**config.mk**
```make
export PLATFORM = sky130hd
export DESIGN_NAME = decoder_rr_arbiter_4_flat
export DESIGN_NICKNAME = d
export VERILOG_FILES = /design/src/rtl/decoder_rr_arbiter_4_if.sv /design/src/rtl/decoder_rr_arbiter_4.sv /design/src/flat_wrapper.sv
export SDC_FILE = /design/constraint.sdc
export NUM_CORES = 1
export LEC_CHECK = 0
export BUFFER_PORTS_ARGS = -buffer_cell sky130_fd_sc_hd__buf_2
export CELL_PAD_IN_SITES_DETAIL_PLACEMENT = 0
export CELL_PAD_IN_SITES_GLOBAL_PLACEMENT = 2
export CORE_MARGIN = 2
export CORE_UTILIZATION = 30
export CTS_CLUSTER_DIAMETER = 80
export DETAILED_ROUTE_END_ITERATION = 10
export PLACE_DENSITY_LB_ADDON = 0.2
export SLEW_MARGIN = 25
export SYNTH_ARGS = -nofsm -noshare
export SYNTH_HDL_FRONTEND = slang
export SYNTH_HIERARCHICAL = 1
export SYNTH_SLANG_ARGS = --single-unit
```
**constraint.sdc**
```tcl
create_clock -name clk_i -period 3.6 [get_ports clk_i]
set_clock_uncertainty 0.1 [all_clocks]
set_input_delay 0.54 -clock clk_i [delete_from_list [all_inputs] [get_ports clk_i]]
set_output_delay 0.54 -clock clk_i [all_outputs]
set_load 0.05 [all_outputs]
```
**src/rtl/decoder_rr_arbiter_4_if.sv**
```systemverilog
// ---------------------------------------------------------------------------
// decoder_rr_arbiter_4_if
// Purpose : request/grant bundle between four requesters and the
//           round-robin arbiter that drives a 4-way decoded resource.
// Signals : ena       - arbiter enable (requester side drives)
//           req[3:0]  - level-sensitive request lines
//           gnt[3:0]  - one-hot grant, 4'b0000 when idle
//           gnt_valid - any grant active (|gnt)
//           gnt_id    - index of current/last owner
//           timeout   - one-cycle forced-release pulse (ARB_TIMEOUT_EN only)
// Macro   : ARB_TIMEOUT_EN adds the timeout signal.
// ---------------------------------------------------------------------------
interface decoder_rr_arbiter_4_if;
  logic       ena;
  logic [3:0] req;
  logic [3:0] gnt;
  logic       gnt_valid;
  logic [1:0] gnt_id;
`ifdef ARB_TIMEOUT_EN
  logic       timeout;

  modport master (output ena, req, input gnt, gnt_valid, gnt_id, timeout);
  modport slave  (input ena, req, output gnt, gnt_valid, gnt_id, timeout);
`else
  modport master (output ena, req, input gnt, gnt_valid, gnt_id);
  modport slave  (input ena, req, output gnt, gnt_valid, gnt_id);
`endif
endinterface

```
**src/rtl/decoder_rr_arbiter_4.sv**
```systemverilog
// ---------------------------------------------------------------------------
// decoder_rr_arbiter_4
// Purpose : round-robin arbiter sharing one 4-way decoded resource among
//           four requesters. A grant is held while its owner requests; on
//           release the priority pointer rotates to the next index and a
//           new winner is picked on the same edge (back-to-back grants).
//           The one-hot grant comes from a decoder_2_to_4 instance driven
//           by (state == GRANT) and gnt_id, so grant is purely registered.
// Ports   : clk_i - rising-edge clock
//           rst_i - asynchronous active-high reset
//           bus   - decoder_rr_arbiter_4_if.slave (ena, req, gnt,
//                   gnt_valid, gnt_id, timeout)
// Param   : TIMEOUT (2..255) - max consecutive hold cycles per owner,
//           only meaningful with ARB_TIMEOUT_EN.
// Macro   : ARB_TIMEOUT_EN - enables the hold counter and timeout pulse.
// ---------------------------------------------------------------------------
module decoder_2_to_4 (
  input  logic       ena_i,
  input  logic [1:0] in_i,
  output logic [3:0] out_o
);
  // Plain enabled 2-to-4 decode.
  always_comb begin
    out_o = 4'b0000;
    if (ena_i) begin
      case (in_i)
        2'd0:    out_o = 4'b0001;
        2'd1:    out_o = 4'b0010;
        2'd2:    out_o = 4'b0100;
        2'd3:    out_o = 4'b1000;
        default: out_o = 4'b0000;
      endcase
    end else begin
      out_o = 4'b0000;
    end
  end
endmodule

module decoder_rr_arbiter_4 #(
  parameter int unsigned TIMEOUT = 16
) (
  input  logic                  clk_i,
  input  logic                  rst_i,
  decoder_rr_arbiter_4_if.slave bus
);
  if ((TIMEOUT < 2) || (TIMEOUT > 255)) begin : g_bad_timeout
    $error("decoder_rr_arbiter_4: TIMEOUT must be within 2..255");
  end

  typedef enum logic {IDLE = 1'b0, GRANT = 1'b1} state_e;

  state_e     state_q, state_d;
  logic [1:0] ptr_q, ptr_d;
  logic [1:0] gnt_id_q, gnt_id_d;
  logic [2:0] arb_s;       // {found, index}
  logic [1:0] next_ptr_s;  // owner + 1, wraps 3 -> 0
  logic [3:0] gnt_s;
`ifdef ARB_TIMEOUT_EN
  localparam logic [7:0] HOLD_LAST = 8'(TIMEOUT - 1);
  logic [7:0] cnt_q, cnt_d;
  logic       timeout_q, timeout_d;
`endif

  // First requester found scanning p, p+1, p+2, p+3 (mod 4). Scanning the
  // offsets from high to low lets the smallest offset overwrite the result.
  function automatic logic [2:0] arbitrate(input logic [3:0] r, input logic [1:0] p);
    logic [2:0] res;
    logic [1:0] idx;
    res = 3'b000;
    for (int i = 3; i >= 0; i--) begin
      idx = p + 2'(i);
      if (r[idx]) begin
        res = {1'b1, idx};
      end else begin
        res = res;
      end
    end
    return res;
  endfunction

  assign next_ptr_s = gnt_id_q + 2'd1;

  decoder_2_to_4 u_dec (
    .ena_i (state_q == GRANT),
    .in_i  (gnt_id_q),
    .out_o (gnt_s)
  );

  // State register.
  always_ff @(posedge clk_i or posedge rst_i) begin
    if (rst_i) begin
      state_q   <= IDLE;
      ptr_q     <= 2'd0;
      gnt_id_q  <= 2'd0;
`ifdef ARB_TIMEOUT_EN
      cnt_q     <= 8'd0;
      timeout_q <= 1'b0;
`endif
    end else begin
      state_q   <= state_d;
      ptr_q     <= ptr_d;
      gnt_id_q  <= gnt_id_d;
`ifdef ARB_TIMEOUT_EN
      cnt_q     <= cnt_d;
      timeout_q <= timeout_d;
`endif
    end
  end

  // Next-state logic: arbitration, hold, release, revoke.
  always_comb begin
    state_d  = state_q;
    ptr_d    = ptr_q;
    gnt_id_d = gnt_id_q;
    arb_s    = 3'b000;
`ifdef ARB_TIMEOUT_EN
    cnt_d     = cnt_q;
    timeout_d = 1'b0;
`endif
    case (state_q)
      IDLE: begin
        arb_s = arbitrate(bus.req, ptr_q);
        if (bus.ena && arb_s[2]) begin
          state_d  = GRANT;
          gnt_id_d = arb_s[1:0];
`ifdef ARB_TIMEOUT_EN
          cnt_d    = 8'd0;
`endif
        end else begin
          state_d = IDLE;
        end
      end
      GRANT: begin
        if (!bus.ena) begin
          // Enable low overrides everything: revoke and rotate.
          state_d = IDLE;
          ptr_d   = next_ptr_s;
        end else if (bus.req[gnt_id_q]) begin
`ifdef ARB_TIMEOUT_EN
          if (cnt_q == HOLD_LAST) begin
            // Forced release: current owner (gnt_s) is excluded from the scan.
            ptr_d = next_ptr_s;
            cnt_d = 8'd0;
            arb_s = arbitrate(bus.req & ~gnt_s, next_ptr_s);
            if (arb_s[2]) begin
              gnt_id_d  = arb_s[1:0];
              timeout_d = 1'b1;
            end else begin
              gnt_id_d  = gnt_id_q;
            end
          end else begin
            cnt_d = cnt_q + 8'd1;
          end
`else
          state_d = GRANT;
`endif
        end else begin
          // Owner released: rotate and re-arbitrate on the same edge.
          ptr_d = next_ptr_s;
          arb_s = arbitrate(bus.req, next_ptr_s);
          if (arb_s[2]) begin
            gnt_id_d = arb_s[1:0];
`ifdef ARB_TIMEOUT_EN
            cnt_d    = 8'd0;
`endif
          end else begin
            state_d = IDLE;
          end
        end
      end
      default: begin
        state_d = IDLE;
      end
    endcase
  end

  // Outputs, all derived from registered state.
  always_comb begin
    bus.gnt       = gnt_s;
    bus.gnt_valid = |gnt_s;
    bus.gnt_id    = gnt_id_q;
`ifdef ARB_TIMEOUT_EN
    bus.timeout   = timeout_q;
`endif
  end
endmodule

```
**src/flat_wrapper.sv**
```systemverilog
// flat-port wrapper written by rule: the top's interface ports become plain ports
module decoder_rr_arbiter_4_flat 
#(
  parameter int unsigned TIMEOUT = 16
)
  (clk_i, rst_i, bus_ena, bus_req, bus_gnt, bus_gnt_valid, bus_gnt_id);
  decoder_rr_arbiter_4_if bus_i ();
  input  logic clk_i;
  input  logic rst_i;
  input wire logic [$bits(bus_i.ena)-1:0] bus_ena;
  input wire logic [$bits(bus_i.req)-1:0] bus_req;
  output wire logic [$bits(bus_i.gnt)-1:0] bus_gnt;
  output wire logic [$bits(bus_i.gnt_valid)-1:0] bus_gnt_valid;
  output wire logic [$bits(bus_i.gnt_id)-1:0] bus_gnt_id;
  assign bus_i.ena = bus_ena;
  assign bus_i.req = bus_req;
  assign bus_gnt = bus_i.gnt;
  assign bus_gnt_valid = bus_i.gnt_valid;
  assign bus_gnt_id = bus_i.gnt_id;
  decoder_rr_arbiter_4 #(.TIMEOUT(TIMEOUT)) u_core (.clk_i(clk_i), .rst_i(rst_i), .bus(bus_i));
endmodule
```
==> impl_metrics.yaml <==
synthesis:
  synth_area_um2: 526
  synth_most_common_cell: "a21oi_1"
  netlist_instances: 62
  ys_seq_elements: 5
  synth.distinct_cells: 35
  yosys-top-cells-count: "a21oi_1 (7), dfrtp_1 (5), nand2_1 (5), nor2b_1 (4)"
  synth_flop_cell: "dfrtp_1"
  syn_nets: 69
  ys_top_cells_by_area: "dfrtp_1 (24%), mux4_2 (8.6%), a21oi_1 (6.7%)"
  synth_top_area_share_pct: 23.8
  avgSynthCellArea_um2: 8.48
  yosys.area.top_type: "dfrtp_1"
  async_reset_ff_share_pct: 100
  synth-seq-area-share_pct: 23.8
  synth_edf_count: 0
  ys.warnings.count: 6
critical_path:
  critPathKind: "flip-flop to primary output"
  rr_endpoint: "u_core/bus.gnt_id[0]$_DFFE_PP0P_"
  worstPathRequired_ns: 2.96
  worstSetupStartpointType: "flip-flop"
  slowest_stage: "dfrtp_1"
  reg2reg_from: "u_core/bus.gnt_id[0]$_DFFE_PP0P_"
  path_max_fanout: 13
  max_stage_delay_ns: 0.60
  endpoint_kind: "primary output"
  reg2reg_slack_ns: 1.64
  critPathArrivalTime_ns: 1.80
  crit_chain: "and3b_1 -> or4_1 -> buf_2"
  worst-r2r-cell-count: 4
global_route:
  grt_pass1_vias: 453
  grt-ovfl-total: 0
  antenna_found_initial: 0
  grtUsageTotal_pct: 13.4
  grt_max_degree: 15
  grt_pass1_wl_um: 1990
routing:
  vias: 492
  antenna_left: 0
  dr.pass1.iters: 3
  viasPerCell: 5.41
  wirelength_um: 1240
  drt_iter0_drc: 6
  post_drt_wl_per_cell_um: 13.6
  drc: 0
cts:
  cts_resized: 0
  postCtsSetupRepairBufs: 0
  cts.clk_slew.worst_paths_ns: 0.04
  clock_latency_ns: 0.24
  cts.htree.levels: 1
  tritoncts: "built"
  cts.sinks: 5
  cts_buffer_depth: 2
  postCtsHoldBufs: 0
  cts_buffers: 3
  cts-root-buf: "clkbuf_4"
hold_path:
  min_path_type: "input port to async pin"
sta:
  tns_ns: 0
  hold_slack_ns: 0.0931
  final_max_slew_viol_count: 0
  rsz0062_at_grt: "no"
  relSlewSlack_pct: 69.7
  final-hold-violation-count: 0
  fin_crit_ns: 2.44
  max_freq_mhz: 409
  worst_slew_pin_slew_ns: 0.455
  setup_viol: 0
  fin_crit_sh_pct: 67.9
floorplanning:
  start_util_pct: 31.1
  die_y_um: 45.9
  rows: 15
  die_x_um: 45.9
  core_area_um2: 1690
  ioPinCount: 14
  die-area_um2: 2100
placed_design:
  portBuffers: 13
  hpwl_um: 927
  placed_cell_area_um2: 579
  gp_congestion: 0.708
run:
  maxCapViolations: 0
status:
  status: "finished clean"
finish:
  fin_area_um2: 606
  fillers: 192
  diodes: 0
  fin_nets: 82
  register_area_um2: 125
  area_growth_pct: 15.2
  final_layout_size_suffix_gt1_share_pct: 31.1
  multi_input_area_um2: 357
  fin_util_pct: 35.9
pwr:
  powerDensity_nw_per_um2: 784
  ir_drop_uv: 324
  power.leakage_nw: 0.285
==> registers in the layout (all words and copies together) (netlist names) <==
register           flops
u_core/bus.gnt_id      2
u_core/ptr_q           2
u_core/state_q         1
==> worst max-delay path by stage <==
| stage | from | to | slack, ns |
|---|---|---|---|
| floorplan | u_core/bus.gnt_id[1]$_DFFE_PP0P_ | bus_gnt_valid | 1.04 |
| CTS | u_core/bus.gnt_id[1]$_DFFE_PP0P_ | bus_gnt_valid | 1.13 |
| global route | u_core/bus.gnt_id[1]$_DFFE_PP0P_ | bus_gnt_valid | 1.02 |
| finish | u_core/bus.gnt_id[1]$_DFFE_PP0P_ | bus_gnt_valid | 1.16 |
| global placement | u_core/bus.gnt_id[1]$_DFFE_PP0P_ | bus_gnt_valid | 1.40 |
| detailed placement | u_core/bus.gnt_id[1]$_DFFE_PP0P_ | bus_gnt_valid | 1.39 |
==> cells by family after synthesis <==
kind of cell / share of synthesized area (%)
buffers and inverters: 8.33
DFF: 23.8
AOI/OAI and AO/OA: 26.9
xor gates and xnor gates: 1.67
and+or+nand+nor: 28.6
muxes: 10.7
==> cell type report <==
class / instances / share of cell area (%)
Sequential cell: 5 / 20.7
Tap cell: 17 / 3.51
Inverter: 3 / 1.86
Timing Repair Buffer: 13 / 10.7
Clock buffer: 4 / 4.34
Multi-Input combinational cell: 49 / 58.9
==> where the power goes <==
group,switching [mW],internal [mW]
Sequential,0.0588,0.0775
Clock,0.0229,0.0419
Combinational,0.170,0.104
==> metrics by stage <==
step | total power [mW] | setup slack, ns | cells
after floorplan | 0.360 | 1.04 | 62
after global placement | 0.418 | 1.40 | 87
after detailed placement | 0.414 | 1.39 | 87
after CTS | 0.482 | 1.13 | 91
after global routing | 0.513 | 1.02 | 91
final | 0.475 | 1.16 | 91
==> layout by cell type (no fill, tap or decap), types with 2 or more instances in the layout <==
cell type  netlist  final
and3b_1          2      2
mux4_2           2      2
a21oi_1          7      7
nor2_1           3      3
inv_1            3      3
nor2b_1          4      4
clkbuf_4         0      3
o21ai_0          3      3
o21a_1           2      2
buf_2            2     13
nand2_1          5      5
dfrtp_1          5      5
==> metal layers <==
metal	wire length, µm	up-vias	track usage, %
li1	-	248	-
met2	636	9	21.7
met4	0	0	3.43
met1	568	235	16.9
met5	0	-	0
met3	37	0	4.76
==> critical path, delay by kind of cell (launching register included) <==
kind | cells | cell delay (ns)
flip-flops | 1 | 0.60
buffers and inverters | 1 | 0.22
AND/OR/NAND/NOR | 2 | 0.74
Note: power is estimated with default switching activity, not from simulation.
